--- src/rtl/speck_round_step.sv ---
`default_nettype none
// ============================================================================
// Module      : speck_round_step
// Description : One SPECK128/128 iteration. Performs a single round of the
//               SPECK round function on a 2*WORD-bit block together with one
//               key-schedule expansion step, behind a start/finished
//               handshake. A controller either chains several instances or
//               reuses one instance, feeding data_out/key_out back into
//               data_in/key_in with round_ctr = 0, 1, 2, ...
//
//               Round : x' = (ROR(x,ALPHA) + y) ^ k ; y' = ROL(y,BETA) ^ x'
//               Key   : l' = (ROR(l,ALPHA) + k) ^ i ; k' = ROL(k,BETA) ^ l'
//               Both paths use the same latched (pre-update) k.
//
// Ports       : clk            rising-edge clock
//               rst_n          asynchronous active-low reset
//               signal_start   one-cycle start pulse, samples all operands
//               data_in        block {x,y}
//               key_in         key state {k,l}, k is the round key
//               round_ctr      round index XORed in by the key step
//               data_out       {x',y'} round result
//               key_out        {k',l'} next key state
//               finished       results valid (sticky until next start)
//               state_response debug view of the FSM state
//
// Revision    : 1.0 - initial release
// ============================================================================
module speck_round_step #(
    parameter int WORD  = 64,
    parameter int ALPHA = 8,
    parameter int BETA  = 3
) (
    input  logic                clk,
    input  logic                rst_n,
    input  logic                signal_start,
    input  logic [2*WORD-1:0]   data_in,
    input  logic [2*WORD-1:0]   key_in,
    input  logic [WORD-1:0]     round_ctr,
    output logic [2*WORD-1:0]   data_out,
    output logic [2*WORD-1:0]   key_out,
    output logic                finished,
    output logic [3:0]          state_response
);

    // ------------------------------------------------------------------------
    // State encoding (exposed on state_response)
    // ------------------------------------------------------------------------
    localparam logic [3:0] c_IDLE = 4'd0;
    localparam logic [3:0] c_LOAD = 4'd1;
    localparam logic [3:0] c_ADD  = 4'd2;
    localparam logic [3:0] c_XOR  = 4'd3;
    localparam logic [3:0] c_DONE = 4'd4;

    // ------------------------------------------------------------------------
    // Rotation helpers (fixed amounts, pure wiring)
    // ------------------------------------------------------------------------
    function automatic logic [WORD-1:0] f_ror(input logic [WORD-1:0] v);
        return (v >> ALPHA) | (v << (WORD - ALPHA));
    endfunction

    function automatic logic [WORD-1:0] f_rol(input logic [WORD-1:0] v);
        return (v << BETA) | (v >> (WORD - BETA));
    endfunction

    // ------------------------------------------------------------------------
    // Registers
    // ------------------------------------------------------------------------
    logic [3:0]        r_state;
    // Operands latched at the accepting start edge
    logic [WORD-1:0]   r_x;
    logic [WORD-1:0]   r_y;
    logic [WORD-1:0]   r_k;
    logic [WORD-1:0]   r_l;
    logic [WORD-1:0]   r_ctr;
    // Rotation stage
    logic [WORD-1:0]   r_ror_x;
    logic [WORD-1:0]   r_rol_y;
    logic [WORD-1:0]   r_ror_l;
    logic [WORD-1:0]   r_rol_k;
    // Addition stage
    logic [WORD-1:0]   r_sum_x;
    logic [WORD-1:0]   r_sum_l;
    // Results
    logic [2*WORD-1:0] r_data_out;
    logic [2*WORD-1:0] r_key_out;
    logic              r_finished;

    // ------------------------------------------------------------------------
    // Next-state values
    // ------------------------------------------------------------------------
    logic [3:0]        w_state_d;
    logic [WORD-1:0]   w_x_d;
    logic [WORD-1:0]   w_y_d;
    logic [WORD-1:0]   w_k_d;
    logic [WORD-1:0]   w_l_d;
    logic [WORD-1:0]   w_ctr_d;
    logic [WORD-1:0]   w_ror_x_d;
    logic [WORD-1:0]   w_rol_y_d;
    logic [WORD-1:0]   w_ror_l_d;
    logic [WORD-1:0]   w_rol_k_d;
    logic [WORD-1:0]   w_sum_x_d;
    logic [WORD-1:0]   w_sum_l_d;
    logic [2*WORD-1:0] w_data_out_d;
    logic [2*WORD-1:0] w_key_out_d;
    logic              w_finished_d;

    // Final XOR stage. x' must be formed before y', and l' before k',
    // because the second word of each pair folds in the first.
    logic [WORD-1:0]   w_x_new;
    logic [WORD-1:0]   w_y_new;
    logic [WORD-1:0]   w_l_new;
    logic [WORD-1:0]   w_k_new;

    assign w_x_new = r_sum_x ^ r_k;
    assign w_y_new = r_rol_y ^ w_x_new;
    assign w_l_new = r_sum_l ^ r_ctr;
    assign w_k_new = r_rol_k ^ w_l_new;

    // ------------------------------------------------------------------------
    // Datapath and FSM next-state logic
    // ------------------------------------------------------------------------
    always_comb begin
        w_state_d    = r_state;
        w_x_d        = r_x;
        w_y_d        = r_y;
        w_k_d        = r_k;
        w_l_d        = r_l;
        w_ctr_d      = r_ctr;
        w_ror_x_d    = r_ror_x;
        w_rol_y_d    = r_rol_y;
        w_ror_l_d    = r_ror_l;
        w_rol_k_d    = r_rol_k;
        w_sum_x_d    = r_sum_x;
        w_sum_l_d    = r_sum_l;
        w_data_out_d = r_data_out;
        w_key_out_d  = r_key_out;
        w_finished_d = r_finished;

        case (r_state)
            // IDLE and DONE accept a start identically; DONE additionally
            // keeps presenting the previous result until the new one lands.
            c_IDLE, c_DONE: begin
                if (signal_start) begin
                    w_x_d        = data_in[2*WORD-1:WORD];
                    w_y_d        = data_in[WORD-1:0];
                    w_k_d        = key_in[2*WORD-1:WORD];
                    w_l_d        = key_in[WORD-1:0];
                    w_ctr_d      = round_ctr;
                    w_finished_d = 1'b0;
                    w_state_d    = c_LOAD;
                end
            end

            c_LOAD: begin
                w_ror_x_d = f_ror(r_x);
                w_rol_y_d = f_rol(r_y);
                w_ror_l_d = f_ror(r_l);
                w_rol_k_d = f_rol(r_k);
                w_state_d = c_ADD;
            end

            // Sums wrap modulo 2^WORD; the carry out is simply dropped.
            c_ADD: begin
                w_sum_x_d = r_ror_x + r_y;
                w_sum_l_d = r_ror_l + r_k;
                w_state_d = c_XOR;
            end

            c_XOR: begin
                w_data_out_d = {w_x_new, w_y_new};
                w_key_out_d  = {w_k_new, w_l_new};
                w_finished_d = 1'b1;
                w_state_d    = c_DONE;
            end

            default: begin
                w_state_d = c_IDLE;
            end
        endcase
    end

    // ------------------------------------------------------------------------
    // State registers
    // ------------------------------------------------------------------------
    always_ff @(posedge clk or negedge rst_n) begin
        if (!rst_n) begin
            r_state    <= c_IDLE;
            r_x        <= '0;
            r_y        <= '0;
            r_k        <= '0;
            r_l        <= '0;
            r_ctr      <= '0;
            r_ror_x    <= '0;
            r_rol_y    <= '0;
            r_ror_l    <= '0;
            r_rol_k    <= '0;
            r_sum_x    <= '0;
            r_sum_l    <= '0;
            r_data_out <= '0;
            r_key_out  <= '0;
            r_finished <= 1'b0;
        end else begin
            r_state    <= w_state_d;
            r_x        <= w_x_d;
            r_y        <= w_y_d;
            r_k        <= w_k_d;
            r_l        <= w_l_d;
            r_ctr      <= w_ctr_d;
            r_ror_x    <= w_ror_x_d;
            r_rol_y    <= w_rol_y_d;
            r_ror_l    <= w_ror_l_d;
            r_rol_k    <= w_rol_k_d;
            r_sum_x    <= w_sum_x_d;
            r_sum_l    <= w_sum_l_d;
            r_data_out <= w_data_out_d;
            r_key_out  <= w_key_out_d;
            r_finished <= w_finished_d;
        end
    end

    // ------------------------------------------------------------------------
    // Outputs (all driven straight from registers)
    // ------------------------------------------------------------------------
    assign data_out       = r_data_out;
    assign key_out        = r_key_out;
    assign finished       = r_finished;
    assign state_response = r_state;

endmodule
`default_nettype wire

--- config.mk ---
export PLATFORM = sky130hd
export DESIGN_NAME = speck_round_step
export DESIGN_NICKNAME = d
export VERILOG_FILES = /design/src/rtl/speck_round_step.sv
export SDC_FILE = /design/constraint.sdc
export NUM_CORES = 2
export LEC_CHECK = 0
export ABC_AREA = 1
export CAP_MARGIN = 20
export CORE_UTILIZATION = 57
export CTS_CLUSTER_DIAMETER = 120
export DETAILED_ROUTE_END_ITERATION = 16
export PLACE_DENSITY = 0.85
export SLEW_MARGIN = 20
export SYNTH_ARGS = -nofsm -noshare
export SYNTH_HDL_FRONTEND = slang
export SYNTH_SLANG_ARGS = --single-unit
--- constraint.sdc ---
create_clock -name clk -period 2.5 [get_ports clk]
set_input_delay 0.375 -clock clk [delete_from_list [all_inputs] [get_ports clk]]
set_output_delay 0.375 -clock clk [all_outputs]
set_load 0.05 [all_outputs]
==> Word-level counts from Yosys, hierarchy flattened <==
Index checks and enable logic that the tools add are counted.
{ "op_classes": {"add_sub_neg": 2, "n_eq_ne": 5, "muxes": 4, "bitwise": 8, "reduce_logical": 5} }
{ "ops": {"columns": ["operator", "n"], "rows": [
  ["64-bit bitwise XOR", 4],
  ["64-bit adder", 2],
  ["56-bit by 64-bit OR with 64-bit output", 2],
  ["64-bit by 3-bit OR with 64-bit output", 2],
  ["4-bit case mux with 4 select lines", 1],
  ["4-bit by 2-bit equality test with 1-bit output, second input constant", 2],
  ["4-bit by 1-bit equality test with 1-bit output, second input constant", 1],
  ["4-bit by 3-bit equality test with 1-bit output, second input constant", 1],
  ["4-bit zero test", 1],
  ["4-bit two-way mux", 1],
  ["2-bit AND reduction", 2],
  ["2-bit inequality test, second input constant", 1],
  ["1-bit case mux with 2 select lines", 1],
  ["2-bit nonzero test", 1],
  ["2-bit OR reduction", 1],
  ["1-bit two-way mux", 1]
]} }
{ "totals": {"ff_bits": 965, "input_bits": 323, "out_inout_bits": 261, "word_cells": 39} }

==> Logic depth before layout (Yosys ltp) <==
{ "depth": {"depth_word": 4, "mapped_depth": 15, "ltp_nobuf": 15} }

==> Worst setup path before layout <==
No wires, ideal clock.
{ "synth_path": {"path_type": "register to register", "from": "register r_k[0]", "to": "register r_sum_l[16]", "setup_time_ps": 118, "arrival_ps": 1883, "required_ps": 2382, "setup_slack_ps": 499, "path_stages_with_launch": 12, "path_buffers": 0, "period_less_slack_ps": 2001, "path_cell_list": "dfrtp_1 > ha_1 > fa_1 > nand3_1 > nand3_2 > nand2_1 > nand2_2 > nand2_1 > nand2_1 > or2_2 > nand3_1 > nand2_1"} }
{ "synth_via": {"elab_chain_cells": 1} }
{ "synth_lines": {"columns": ["element", "line_no", "text"], "rows": [
  ["from (decl)", "72", "logic [WORD-1:0] r_k;"],
  ["from (signal assigned)", "206", "r_k <= w_k_d;"],
  ["64-bit adder", "165", "w_sum_l_d = r_ror_l + r_k;"],
  ["to (signal assigned)", "214", "r_sum_l <= w_sum_l_d;"],
  ["to (decl)", "82", "logic [WORD-1:0] r_sum_l;"]
]} }
Every way passes these cells.
A chain may end at the register's enable or synchronous reset.

==> Worst setup path in the final report <==
{ "layout_path": {"from": "register r_ror_x[0]", "to": "register r_sum_x[44]"} }
{ "layout_via": {"elab_chain_cells": 1} }
{ "layout_lines": {"columns": ["element", "line_no", "text"], "rows": [
  ["from (decl)", "76", "logic [WORD-1:0] r_ror_x;"],
  ["from (signal assigned)", "209", "r_ror_x <= w_ror_x_d;"],
  ["64-bit adder", "164", "w_sum_x_d = r_ror_x + r_y;"],
  ["to (signal assigned)", "213", "r_sum_x <= w_sum_x_d;"],
  ["to (decl)", "81", "logic [WORD-1:0] r_sum_x;"]
]} }
Every way passes these cells.

==> flow_summary.ini <==
[routing]
wl_per_cell_um = 20.1
vias = 44653
routed-wl-met3_um = 13400
drt_iter0_markers = 3861
met1_length_um = 68500
highest_layer = met5
wl_um = 166000
ant_nets = 0
first_pass_iters = 7
drc_errors = 0
via_per_inst = 5.39
wl_met2_um = 77600

[critical_path]
crit_arrival_ns = 2.96
cp-start-kind = flop
cp_max_fo = 5
cp_num_buf_inv = 0
r2r_end = r_sum_x[44]
ff2ff_path_depth = 14
slowest_stage = dfrtp_2
r2r-start = r_ror_x[0]
cp-startpoint = r_ror_x[0]
max_stage_delay_ns = 0.46
critical_path.endpoint_type = flop
r2r_setup_slack_ns = 0.10
crit_type = reg -> reg
crit_top_cell = nand2_1
crit_family = simple AND/OR/NAND/NOR gates
crit_chain = ha_2, fa_2, nand3_1, nand3_2, nand2_1, nand2_2, nand2_1, nand2_1, nand2_1, nand2_2, nand2_1, nand3_1, nand3_1, nand2_1
worstPathRequired_ns = 3.07

[clocking]
cts_buffers = 100
clockBufferDepth = 3
clockRootBuffer = clkbuf_16
clk_latency_ns = 0.70
cts.sinks = 964
clkTransAtPathRegs_ns = 0.06
cts_tree = yes
h-tree-depth = 3

[place]
hpwl_um = 126000
dp.cells = 8096
gp_congestion = 0.978
portBuffers = 582

[grt]
first_global_vias = 43530
antenna_found_initial = 4
grt_max_degree = 137
grt_pass1_wl_um = 250000
overflow = 0
track_usage_pct = 38.0

[worst_hold_path]
hold_path_end = r_ctr[51]
min_from = round_ctr[51]
hold_path.class = in -> reg
hold_depth = 3

[sta]
worstMarginPinSlew_ns = 0.995
max_freq_mhz = 417
post-route-period-util_pct = 95.8
maxSlewHeadroom_pct = 33.4
hold_viol_final = 0
min_period_ns = 2.40
fin_skew_ns = 0.0345
report.final.slew_viol_count = 0
setup_violations = 0

[run_status]
status = completed

[die]
die_area_um2 = 87300
initial_utilization_pct = 57.6
core_area_um2 = 85300
fp.dieW_um = 295
io_pins = 584
num_rows = 107
die_y_um = 295

[power_and_ir_drop]
powerDensity_nw_per_um2 = 1640
power.leakage_uw = 0.0316
peakVddDrop_v = 0.00117
power_uw = 99600

[layout]
layout_common_cells = 2,606 x nand2_1, 959 x dfrtp_1, 862 x inv_1
area.growth.synth_to_final_pct = 23.8
multi_input_area_um2 = 20900
final_common_cell = nand2_1
final_cells = 8282
layout.nets = 7506
seqCellArea_um2 = 24100
nFillCells = 6460
drive_gt1_share_pct = 6.92

[synth]
netlist_instances = 6406
ys_warn_count = 0
synth.net_count = 6857
ys_async_sr_fraction_pct = 100
syn_avg_cell_area_um2 = 7.66
synth_edf_count = 0
ys_seq_area_share_pct = 49.1
synth_flop_cell = dfrtp_1
syn_area_um2 = 49100
synth_cell_types = 32
ys_seq_elements = 964

[run]
cap_violations = 0
cells by family (layout without fill, tap and decap cells):
logic type | after synthesis | in the layout | share of synthesized area [%]
AO/OA/AOI/OAI | 781 | 781 | 7.98
XOR/XNOR | 297 | 297 | 5.30
adder cells (fa/ha/maj) | 128 | 128 | 3.29
buffers and inverters | 1090 | 1821 | 8.60
flip-flops | 964 | 964 | 49.1
other | 1 | 2 | 0.00764
AND/OR/NAND/NOR | 3145 | 3145 | 25.7
sequential cells by signal, summed over array words and instances (netlist names):
register,cells
data_out,128
r_l,64
r_k,64
r_x,64
r_ror_l,64
r_ctr,64
state_response,3
finished,1
r_rol_y,64
r_rol_k,64
key_out,128
r_sum_l,64
r_ror_x,64
r_y,64
r_sum_x,64
per-stage QoR:
step           setup slack, ns  setup TNS (ns)  instance area [um^2]  hold WS, ns  util [%]
3_3_place_gp           -0.0497         -0.0924                 57200        0.372      67.1
3_5_place_dp           -0.0234         -0.0306                 57200        0.361      67.1
6_report                 0.104               0                 60800        0.220      71.3
4_1_cts                0.00256               0                 60700        0.206      71.1
5_1_grt                -0.0198         -0.0198                 60800        0.222      71.3
2_1_floorplan            0.499               0                 49100       0.0794         -
tightest hold or removal path, delay by kind of cell:
family / cells / cell delay, ns
buffers and inverters: 1 / 0.40
AND/OR/NAND/NOR: 2 / 0.10
power breakdown:
| part | total, uW | internal, uW | switching (uW) | leakage [uW] |
|---|---|---|---|---|
| Sequential | 28900 | 23100 | 5760 | 0.0120 |
| Clock | 15700 | 8900 | 6750 | 0.00168 |
| Combinational | 55000 | 18300 | 36700 | 0.0179 |
area by class of cell:
class	count	area share [%]
diodes	1	0.00412
well taps	1144	2.36
clock inverters	44	0.953
multi-input cells	4352	34.3
inverters	879	5.45
repair buffers	758	12.5
clock buffers	140	4.71
flip-flops and latches	964	39.7
worst max path at each step:
stage / endpoint / cells past startpoint
after floorplan: r_sum_l[16] / 11
after global placement: r_sum_l[42] / 12
after detailed placement: r_sum_l[42] / 12
after CTS: state_response[0] / 1
after global routing: r_sum_l[45] / 14
final: r_sum_x[44] / 14
per-layer routing:
layer / track usage, % / vias to the layer above
met4: 14.0 / 2
met1: 51.2 / 21477
met2: 61.7 / 1939
li1: - / 20891
met5: 0 / -
met3: 6.52 / 344
cell usage after synthesis (19+ instances only):
| cell | number | area share (%) |
|---|---|---|
| o21ai_0 | 661 | 6.7 |
| xor2_1 | 132 | 2.4 |
| xnor2_1 | 165 | 2.9 |
| o21ai_1 | 24 | 0.24 |
| nand3b_1 | 19 | 0.29 |
| inv_1 | 863 | 6.6 |
| nand2_1 | 2610 | 20 |
| buf_2 | 96 | 0.98 |
| ha_1 | 126 | 3.2 |
| a21oi_1 | 92 | 0.94 |
| nor2_2 | 36 | 0.46 |
| nand3_1 | 171 | 1.7 |
| clkbuf_1 | 99 | 0.76 |
| nor2_1 | 191 | 1.5 |
| nand2_2 | 30 | 0.38 |
| dfrtp_1 | 964 | 49 |
| nand4_1 | 22 | 0.28 |
timing repair:
item                                    4_1_cts  5_1_grt
setup buffers                                 0        0
cloned                                        0        0
hold buffers                                  1        0
resized for setup                             1       30
endpoints found under the setup margin        2       32
endpoints found under the hold margin        26        0
pin swaps                                     0        0
(Power assumes the default switching activity.)
